$ cat src/rtl/scr1_memif_pkg.sv
// scr1_memif_pkg -- memory interface types shared by the dmem router and
// its targets.
//   Contents: data/address widths plus the command, access width and
//   response encodings used on the router-to-target request/response path.
package scr1_memif_pkg;

  localparam int SCR1_DMEM_AWIDTH = 32;
  localparam int SCR1_DMEM_DWIDTH = 32;

  typedef enum logic {
    SCR1_MEM_CMD_RD = 1'b0,
    SCR1_MEM_CMD_WR = 1'b1
  } type_scr1_mem_cmd_e;

  typedef enum logic [1:0] {
    SCR1_MEM_WIDTH_BYTE  = 2'b00,
    SCR1_MEM_WIDTH_HWORD = 2'b01,
    SCR1_MEM_WIDTH_WORD  = 2'b10
  } type_scr1_mem_width_e;

  // NOTRDY doubles as the idle response: nothing is being answered
  typedef enum logic [1:0] {
    SCR1_MEM_RESP_NOTRDY = 2'b00,
    SCR1_MEM_RESP_RDY_OK = 2'b01,
    SCR1_MEM_RESP_RDY_ER = 2'b10
  } type_scr1_mem_resp_e;

endpackage : scr1_memif_pkg

$ cat src/rtl/scr1_mtimer_pkg.sv
// scr1_mtimer_pkg -- constants for the multi-channel machine timer.
//   Contents: register offsets within the timer's 256-byte window, the
//   largest supported number of compare channels and the CTRL enable bit.
package scr1_mtimer_pkg;

  localparam logic [7:0] SCR1_MTIMER_OFS_CTRL     = 8'h00;
  localparam logic [7:0] SCR1_MTIMER_OFS_DIV      = 8'h04;
  localparam logic [7:0] SCR1_MTIMER_OFS_MTIME_LO = 8'h08;
  localparam logic [7:0] SCR1_MTIMER_OFS_MTIME_HI = 8'h0C;
  // channel i occupies CMP_BASE+8*i (low word) and CMP_BASE+8*i+4 (high word)
  localparam logic [7:0] SCR1_MTIMER_OFS_CMP_BASE = 8'h10;

  localparam int SCR1_MTIMER_CH_MAX  = 8;
  localparam int SCR1_MTIMER_CTRL_EN = 0;

endpackage : scr1_mtimer_pkg

$ cat src/rtl/scr1_mtimer_cmp.sv
// scr1_mtimer_cmp -- one compare channel of the machine timer.
//   Holds a 64-bit mtimecmp register and the registered interrupt flag.
//   Ports:
//     clk, rst_n      clock, asynchronous active-low reset
//     wr_lo, wr_hi    load the low / high half of mtimecmp from wdata
//     wdata           write data from the bus
//     mtime           current mtime register value
//     cmp             current mtimecmp value (for read-back)
//     irq             registered (mtime >= mtimecmp), level-sensitive
module scr1_mtimer_cmp (
  input  logic        clk,
  input  logic        rst_n,
  input  logic        wr_lo,
  input  logic        wr_hi,
  input  logic [31:0] wdata,
  input  logic [63:0] mtime,
  output logic [63:0] cmp,
  output logic        irq
);

  // Compare register resets to all ones so no channel fires out of reset
  always_ff @(posedge clk or negedge rst_n) begin
    if (!rst_n) begin
      cmp <= '1;
    end else if (wr_lo) begin
      cmp[31:0] <= wdata;
    end else if (wr_hi) begin
      cmp[63:32] <= wdata;
    end
  end

  // Interrupt looks at the registered mtime/mtimecmp, so it follows a
  // change of either one cycle later
  always_ff @(posedge clk or negedge rst_n) begin
    if (!rst_n) begin
      irq <= 1'b0;
    end else begin
      irq <= (mtime >= cmp);
    end
  end

endmodule : scr1_mtimer_cmp

$ cat src/rtl/scr1_mtimer_mc.sv
// scr1_mtimer_mc -- multi-channel RISC-V machine timer on the dmem bus.
//   Optional feature macro: SCR1_MTIMER_PRESCALER_EN adds a programmable
//   prescaler (DIV register); without it mtime ticks every enabled cycle
//   and DIV reads as zero.
//   Parameters:
//     SCR1_MTIMER_CH_NUM  number of compare channels (1..8)
//     SCR1_MTIMER_DIV_W   prescaler width in bits (at most 32)
//   Ports:
//     clk, rst_n                      clock, asynchronous active-low reset
//     dmem_req/cmd/width/addr/wdata   request from the dmem router
//     dmem_req_ack                    always 1, every request is accepted
//     dmem_rdata, dmem_resp           registered response, one cycle later
//     timer_irq                       per-channel compare interrupt
//     timer_val                       current mtime value
module scr1_mtimer_mc
  import scr1_memif_pkg::*;
  import scr1_mtimer_pkg::*;
#(
  parameter int SCR1_MTIMER_CH_NUM = 2,
  parameter int SCR1_MTIMER_DIV_W  = 10
) (
  input  logic                          clk,
  input  logic                          rst_n,
  input  logic                          dmem_req,
  input  type_scr1_mem_cmd_e            dmem_cmd,
  input  type_scr1_mem_width_e          dmem_width,
  input  logic [SCR1_DMEM_AWIDTH-1:0]   dmem_addr,
  input  logic [SCR1_DMEM_DWIDTH-1:0]   dmem_wdata,
  output logic                          dmem_req_ack,
  output logic [SCR1_DMEM_DWIDTH-1:0]   dmem_rdata,
  output type_scr1_mem_resp_e           dmem_resp,
  output logic [SCR1_MTIMER_CH_NUM-1:0] timer_irq,
  output logic [63:0]                   timer_val
);

  logic [7:0]  offset;
  logic [4:0]  ch_sel;
  logic        ch_hit;
  logic        fmt_ok;
  logic        reg_ok;
  logic        acc_ok;
  logic        wr_en;
  logic [31:0] rd_data;

  logic        wr_ctrl;
  logic        wr_mtime_lo;
  logic        wr_mtime_hi;
  logic [SCR1_MTIMER_CH_NUM-1:0] cmp_wr_lo;
  logic [SCR1_MTIMER_CH_NUM-1:0] cmp_wr_hi;

  logic        ctrl_en;
  logic        tick;
  logic [63:0] mtime;
  logic [63:0] cmp_val [SCR1_MTIMER_CH_NUM];

  type_scr1_mem_resp_e resp_ff;
  logic [31:0]         rdata_ff;

  // Only the low byte selects a register; the router has already decoded
  // the rest of the address
  logic unused_addr;
  assign unused_addr = ^dmem_addr[SCR1_DMEM_AWIDTH-1:8];

  assign dmem_req_ack = 1'b1;
  assign offset       = dmem_addr[7:0];
  assign fmt_ok       = (dmem_width == SCR1_MEM_WIDTH_WORD) && (dmem_addr[1:0] == 2'b00);

  // Compare registers sit in 8-byte slots, so offset[7:3] minus the base
  // slot is the channel number and offset[2] picks the high word
  assign ch_sel = offset[7:3] - SCR1_MTIMER_OFS_CMP_BASE[7:3];
  assign ch_hit = (offset >= SCR1_MTIMER_OFS_CMP_BASE)
               && (ch_sel < 5'(SCR1_MTIMER_CH_NUM))
               && (ch_sel < 5'(SCR1_MTIMER_CH_MAX));

`ifdef SCR1_MTIMER_PRESCALER_EN
  logic [SCR1_MTIMER_DIV_W-1:0] div_val;
  logic [SCR1_MTIMER_DIV_W-1:0] presc_cnt;
  logic                         wr_div;

  assign wr_div = wr_en && (offset == SCR1_MTIMER_OFS_DIV);
  // The counter runs 0..DIV, so the period is DIV+1 cycles
  assign tick   = ctrl_en && (presc_cnt == div_val);

  // Writing DIV restarts the count so the new period takes effect cleanly
  always_ff @(posedge clk or negedge rst_n) begin
    if (!rst_n) begin
      div_val   <= '0;
      presc_cnt <= '0;
    end else if (wr_div) begin
      div_val   <= dmem_wdata[SCR1_MTIMER_DIV_W-1:0];
      presc_cnt <= '0;
    end else if (ctrl_en) begin
      presc_cnt <= (presc_cnt == div_val) ? '0 : presc_cnt + SCR1_MTIMER_DIV_W'(1);
    end
  end
`else
  localparam int unused_div_w = SCR1_MTIMER_DIV_W;
  assign tick = ctrl_en;
`endif

  // Register decode and read mux; reg_ok marks an offset that exists
  always_comb begin
    reg_ok  = 1'b0;
    rd_data = '0;
    case (offset)
      SCR1_MTIMER_OFS_CTRL: begin
        reg_ok = 1'b1;
        rd_data[SCR1_MTIMER_CTRL_EN] = ctrl_en;
      end
      SCR1_MTIMER_OFS_DIV: begin
        reg_ok = 1'b1;
`ifdef SCR1_MTIMER_PRESCALER_EN
        rd_data[SCR1_MTIMER_DIV_W-1:0] = div_val;
`endif
      end
      SCR1_MTIMER_OFS_MTIME_LO: begin
        reg_ok  = 1'b1;
        rd_data = mtime[31:0];
      end
      SCR1_MTIMER_OFS_MTIME_HI: begin
        reg_ok  = 1'b1;
        rd_data = mtime[63:32];
      end
      default: begin
        if (ch_hit) begin
          reg_ok = 1'b1;
          for (int i = 0; i < SCR1_MTIMER_CH_NUM; i++) begin
            if (ch_sel == 5'(i)) begin
              rd_data = offset[2] ? cmp_val[i][63:32] : cmp_val[i][31:0];
            end
          end
        end
      end
    endcase
  end

  // Rejected requests (bad width, misaligned, unmapped) never write
  assign acc_ok      = dmem_req && fmt_ok && reg_ok;
  assign wr_en       = acc_ok && (dmem_cmd == SCR1_MEM_CMD_WR);
  assign wr_ctrl     = wr_en && (offset == SCR1_MTIMER_OFS_CTRL);
  assign wr_mtime_lo = wr_en && (offset == SCR1_MTIMER_OFS_MTIME_LO);
  assign wr_mtime_hi = wr_en && (offset == SCR1_MTIMER_OFS_MTIME_HI);

  always_comb begin
    cmp_wr_lo = '0;
    cmp_wr_hi = '0;
    for (int i = 0; i < SCR1_MTIMER_CH_NUM; i++) begin
      if (wr_en && ch_hit && (ch_sel == 5'(i))) begin
        cmp_wr_lo[i] = !offset[2];
        cmp_wr_hi[i] = offset[2];
      end
    end
  end

  always_ff @(posedge clk or negedge rst_n) begin
    if (!rst_n) begin
      ctrl_en <= 1'b1;
    end else if (wr_ctrl) begin
      ctrl_en <= dmem_wdata[SCR1_MTIMER_CTRL_EN];
    end
  end

  // A software write wins over the tick: the written half loads, the
  // other half holds and the increment for this cycle is dropped
  always_ff @(posedge clk or negedge rst_n) begin
    if (!rst_n) begin
      mtime <= '0;
    end else if (wr_mtime_lo) begin
      mtime[31:0] <= dmem_wdata;
    end else if (wr_mtime_hi) begin
      mtime[63:32] <= dmem_wdata;
    end else if (tick) begin
      mtime <= mtime + 64'd1;
    end
  end

  assign timer_val = mtime;

  for (genvar i = 0; i < SCR1_MTIMER_CH_NUM; i++) begin : g_cmp
    scr1_mtimer_cmp u_cmp (
      .clk   (clk),
      .rst_n (rst_n),
      .wr_lo (cmp_wr_lo[i]),
      .wr_hi (cmp_wr_hi[i]),
      .wdata (dmem_wdata),
      .mtime (mtime),
      .cmp   (cmp_val[i]),
      .irq   (timer_irq[i])
    );
  end

  // Response and read data are captured in the accepting cycle; reset
  // drops any response that was still pending
  always_ff @(posedge clk or negedge rst_n) begin
    if (!rst_n) begin
      resp_ff  <= SCR1_MEM_RESP_NOTRDY;
      rdata_ff <= '0;
    end else if (dmem_req) begin
      resp_ff  <= acc_ok ? SCR1_MEM_RESP_RDY_OK : SCR1_MEM_RESP_RDY_ER;
      rdata_ff <= (acc_ok && (dmem_cmd == SCR1_MEM_CMD_RD)) ? rd_data : '0;
    end else begin
      resp_ff  <= SCR1_MEM_RESP_NOTRDY;
      rdata_ff <= '0;
    end
  end

  assign dmem_resp  = resp_ff;
  assign dmem_rdata = rdata_ff;

endmodule : scr1_mtimer_mc

$ cat config.mk
export PLATFORM = sky130hd
export DESIGN_NAME = scr1_mtimer_mc
export DESIGN_NICKNAME = d
export VERILOG_FILES = /design/src/rtl/scr1_memif_pkg.sv /design/src/rtl/scr1_mtimer_pkg.sv /design/src/rtl/scr1_mtimer_cmp.sv /design/src/rtl/scr1_mtimer_mc.sv
export SDC_FILE = /design/constraint.sdc
export NUM_CORES = 1
export LEC_CHECK = 0
export ABC_AREA = 1
export ABC_CLOCK_PERIOD_IN_PS = 2650
export CORE_MARGIN = 5
export CORE_UTILIZATION = 38
export CTS_BUF_LIST = sky130_fd_sc_hd__clkbuf_4 sky130_fd_sc_hd__clkbuf_8
export DETAILED_ROUTE_END_ITERATION = 16
export PLACE_DENSITY = 0.56
export SYNTH_ARGS = -nofsm -noshare
export SYNTH_HDL_FRONTEND = slang
export SYNTH_SLANG_ARGS = --single-unit
$ cat constraint.sdc
create_clock -name clk -period 2.65 [get_ports clk]
set_clock_uncertainty 0.2 [all_clocks]
set_input_delay 0.265 -clock clk [delete_from_list [all_inputs] [get_ports clk]]
set_output_delay 0.265 -clock clk [all_outputs]
set_load 0.02 [all_outputs]
Word-level counts from Yosys, hierarchy flattened
Index checks and enable logic that the tools add are counted.

Bits in registers: 229. Word-level logic and storage cells: 74. Output and inout port bits: 101. Input port bits: 70.

Reduce and logical (&&, ||, !) cells: 25. Muxes and demuxes: 21. Add/sub/neg operators: 2. $lt $le $gt $ge: 5. Equal/unequal tests: 6. Bitwise gates (word level): 4.

Operators with widths (number): $mux 32 (10); $ge 64x64->1 (2); $pmux 31 s3 (1); $add 64x1->64 const B (1); $mux 64 (1); $eq 8x4->1 const B (2); $logic_and 1x1->1 (13); $eq 8x3->1 const B (1); $ge 8x5->1 const B (1); $logic_not 8->1 (1); $reduce_and 2->1 (4); $mux 1 (6); $eq 5x1->1 const B (1); $logic_not 5->1 (1); $lt 5x2->1 const B (1); $lt 5x4->1 const B (1); $sub 5x2->5 const B (1); $mux 2 (2); $not 1->1 (4); $pmux 1 s4 (1); $reduce_bool 2->1 (2); $reduce_or 4->1 (1); $eq 2x2->1 const B (1); $logic_not 2->1 (1); 3 further kinds (3).

Depth between registers and ports, before layout
Depth after elaboration: 13. Depth in mapped cells: 15. Gate-level depth less buffers: 14.

Cells and area by module
From an unflattened synthesis, not the netlist that was laid out.

Cell total of the unflattened synthesis: 2374. Area, all modules: 16344.4 um2.

Modules (own cells, without submodules): scr1_mtimer_mc (times used 1, sequential area each 2478.6 um2, cells each 1394, area each 8216.6 um2); scr1_mtimer_cmp (times used 2, sequential area each 1706.6 um2, cells each 490, area each 4063.9 um2).

Worst setup path before layout
OpenSTA, ideal clock, no wires.

Path kind: register to register. Start: register mtime[1] (netlist: timer_val[1]). End: register mtime[32] (netlist: timer_val[32]). Stages on the path, launching flop included: 12. Period minus slack after synthesis: 2131 ps. Required time: 2333 ps. Library setup time: 117 ps. Data arrival time: 1815 ps. Path slack: 519 ps. Buffers on the path: 0. Path through: dfrtp_1 -> ha_1 -> nand3_1 -> inv_1 -> nand2_1 -> nor2_1 -> nand2_1 -> xor2_1 -> nand2_1 -> nand2_1 -> nand2_1 -> nand2_1.

Longest elaborated chain between the ends: 3.

Ends and longest elaborated chain: start, declared (line scr1_mtimer_mc.sv:53) `logic [63:0] mtime;`; start signal, assigned (line scr1_mtimer_mc.sv:169) `mtime[31:0] <= dmem_wdata;`; start signal, assigned (line scr1_mtimer_mc.sv:173) `mtime <= mtime + 64'd1;`; $add 64x1->64 (line scr1_mtimer_mc.sv:173); $mux 64 (line scr1_mtimer_mc.sv:172) `end else if (tick) begin`; $mux 32 (line scr1_mtimer_mc.sv:170) `end else if (wr_mtime_hi) begin`.

No other way between the ends. The select of a mux whose other input is x is not followed. A chain may end at the register's enable or synchronous reset.

Worst setup path in the final report
Start: register g_cmp[1].u_cmp.cmp[31]. End: register g_cmp[1].u_cmp.irq.

Longest elaborated chain between the ends: 1.

Ends and longest elaborated chain: start, declared (line scr1_mtimer_cmp.sv:17) `output logic [63:0] cmp,`; start signal, assigned (line scr1_mtimer_cmp.sv:26) `cmp[31:0] <= wdata;`; $ge 64x64->1 (line scr1_mtimer_cmp.sv:38) `irq <= (mtime >= cmp);`; end signal, assigned (line scr1_mtimer_cmp.sv:38); end, declared (line scr1_mtimer_cmp.sv:18) `output logic irq`.

No other way between the ends.

==> metrics.yaml <==
synthesis:
  synth.yosys.seq_area_share_pct: 35.01
  syn_area_per_cell_um2: 6.856
  synthArstFlopShare_pct: 100.0
  synth_edf_count: 0
  synthesis.nets: 2657
  ys_ff_latch: 229
  postSynthCellCount: 2455
  ys_types: 39
  yosysWarnings: 0
  syn_area_um2: 16830
  synth_ff_type: "dfstp_2"
layout:
  final_common_cell: "nand2_1"
  utilization_pct: 47.02
  drive_gt1_share_pct: 14.69
  layout_common_cells: "1,009 x nand2_1, 258 x inv_1, 161 x nor2_1"
  fillers: 4551
  antenna_cells: 0
  syn2layout_area_growth_pct: 23.00
  num-nets-final: 2868
route:
  vias: 16510
  antenna_left: 0
  totalWireLength_um: 62570
  drc: 0
  drt_first_pass_iters: 6
  via_per_inst: 5.013
  wl_per_cell_um: 19.00
  first_iter_violations: 1094
clock_tree:
  cts.sinks: 229
  insertion_delay_ns: 0.62
  cts_setup_buffers: 0
  cts_tree: "built"
  htreeDepth: 2
  cts_root_buf: "clkbuf_8"
  cts_buffers: 45
  cts_max_path_buffers: 3
  clk_pin_slew_ns: 0.06
floorplan:
  rows: 77
  start_util_pct: 38.23
  io-pin-count: 171
  dieArea_um2: 48600
  coreArea_um2: 44030
  die_w_um: 220.5
  dieHeight_um: 220.5
critical_path:
  cp_max_fo: 2
  rrSetupSlack_ns: 0.15
  startpoint_type: "flip-flop"
  required_ns: 2.97
  end_kind: "flip-flop"
  critPathKind: "flip-flop to flip-flop"
  arrival_ns: 2.82
global_route:
  grt_max_degree: 80
  grt_overflow_total: 0
  grt_usage_pct: 25.99
  grt_pass1_wl_um: 97110
  antenna_found_initial: 0
  grt_pass1_vias: 16460
power_and_ir_drop:
  p_per_area_nw_per_um2: 380.4
  p_comb_share_pct: 4.6
  switchingPower_mw: 1.905
  cellLeakagePower_nw: 9.125
  p_sw_share_pct: 24.19
  pwr-share-clk_pct: 50.9
  seqPwrFrac_pct: 44.6
  internal_power_mw: 5.971
  peakVddDrop_uv: 256.9
worst_hold_path:
  min_path_type: "input pin to asynchronous set/reset pin"
placement:
  port_buffers: 145
  gp_congestion: 1.020
  place_hpwl_um: 49010
sta:
  tightest_slew_ns: 0.7528
  rsz0062_at_grt: "false"
  setup-tns-final_ns: 0
  setup_viol_count_final: 0
  max_clock_freq_mhz: 400.6
  fin_crit_ns: 2.497
  relSlewSlack_pct: 49.81
  layout_worst_path_cycle_share_pct: 94.21
  hold_viol: 0
  slew_viol_final: 0
run_status:
  status: "finished clean"
run:
  cap_violations: 0
-- layer usage --
metal	wire length [um]	up-vias	GRT usage [%]	part of all wire, %
met5	0	-	0	0
met4	1729	0	8.051	2.8
met3	3232	119	3.338	5.2
met2	28790	462	42.63	46
met1	28820	7694	35.90	46
li1	-	8237	-	-
-- cell usage after synthesis, types with 5 or more instances --
cell | instances | share of area [%]
o21ai_0 | 134 | 4.0
nand3_1 | 71 | 2.1
o22ai_1 | 23 | 0.85
nand3_4 | 6 | 0.62
buf_6 | 24 | 1.6
buf_2 | 26 | 0.77
inv_2 | 8 | 0.18
xor2_1 | 29 | 1.5
buf_1 | 5 | 0.11
clkbuf_1 | 36 | 0.80
a21oi_1 | 94 | 2.8
nand2_1 | 1010 | 23
ha_1 | 132 | 9.8
nand4_1 | 26 | 0.97
nor3_1 | 14 | 0.42
nand2_2 | 5 | 0.19
inv_1 | 258 | 5.8
nor2_1 | 164 | 3.7
o21ai_1 | 92 | 2.7
dfrtp_1 | 100 | 15
dfstp_2 | 129 | 20
o21ai_2 | 38 | 2.0
-- cell families (layout without fill, tap and decap cells) --
| kind of cell | after synthesis | count (layout) | share of synthesized area, % |
|---|---|---|---|
| AOI/OAI and AO/OA | 392 | 392 | 12.88 |
| xor gates and xnor gates | 31 | 31 | 1.613 |
| adders and majority gates | 132 | 132 | 9.813 |
| buffers and inverters | 361 | 608 | 9.381 |
| DFF | 229 | 229 | 35.01 |
| other | 1 | 1 | 0.02228 |
| and+or+nand+nor | 1309 | 1309 | 31.29 |
-- registers in the layout (all words and copies together) (netlist names) --
register,flops
ctrl_en,1
dmem_rdata,32
dmem_resp,2
g_cmp.u_cmp.cmp,128
g_cmp.u_cmp.irq,2
timer_val,64
-- final cells by class --
cell class / count / area, um2 / share of cell area, %
clock inverters: 5 / 52.55 / 0.2538
well taps: 592 / 740.7 / 3.578
inverters: 267 / 1002 / 4.841
clock buffers: 78 / 954.7 / 4.611
repair buffers: 258 / 2685 / 12.97
flip-flops and latches: 229 / 5892 / 28.46
multi-input cells: 1865 / 9375 / 45.29
-- metrics by stage --
stage               hold slack [ns]  power, mW  setup WS [ns]  std cells  cell area (um2)
floorplan                   -0.2306      3.669         0.5187       2455            16830
global placement             0.1335      3.920       -0.02812       3208            19660
detailed placement           0.1370      3.923       -0.05920       3208            19660
CTS                         0.06465      7.991        0.06295       3294            20690
global route                 0.1359      8.145        0.01110       3294            20700
finish                      0.07372      7.876         0.1535       3294            20700
-- worst paths after layout --
| check | depth (start not counted) | end | start |
|---|---|---|---|
| worst max register to register | 11 | g_cmp[1].u_cmp.irq | g_cmp[1].u_cmp.cmp[31] |
| worst min register to register | 2 | g_cmp[1].u_cmp.cmp[32] | g_cmp[1].u_cmp.cmp[32] |
| worst min-delay path | 2 | dmem_rdata[28] | rst_n |
| worst max-delay path | 11 | g_cmp[1].u_cmp.irq | g_cmp[1].u_cmp.cmp[31] |
| max in group asynchronous | 3 | g_cmp[1].u_cmp.cmp[12] | rst_n |
| min in group clk | 3 | g_cmp[0].u_cmp.cmp[52] | dmem_wdata[20] |
-- timing repair --
action | in CTS | in global routing
endpoints found under the setup margin | 0 | 2
endpoints found under the hold margin | 126 | 0
resized for setup | 0 | 2
hold buffers | 3 | 0
-- power by group through the flow --
stage | logic (mW) | registers, mW | clock network, mW
after detailed placement | 0.359 | 3.56 | 0
after floorplan | 0.103 | 3.57 | 0
after global placement | 0.356 | 3.56 | 0
final | 0.359 | 3.51 | 4.01
after global routing | 0.393 | 3.51 | 4.24
after CTS | 0.364 | 3.51 | 4.12
-- worst max-delay path: stages, from the launching register on --
cell and delay, ns:
dfstp_2 0.53, inv_1 0.08, ha_1 0.30, nand2_1 0.07
nor2_1 0.17, nand2_1 0.24, nor4b_1 0.34, buf_4 0.22
nand2_1 0.06, nand2_1 0.05, nand2_1 0.05, nand3_1 0.12
No activity file was read; power rests on OpenSTA's default activity.
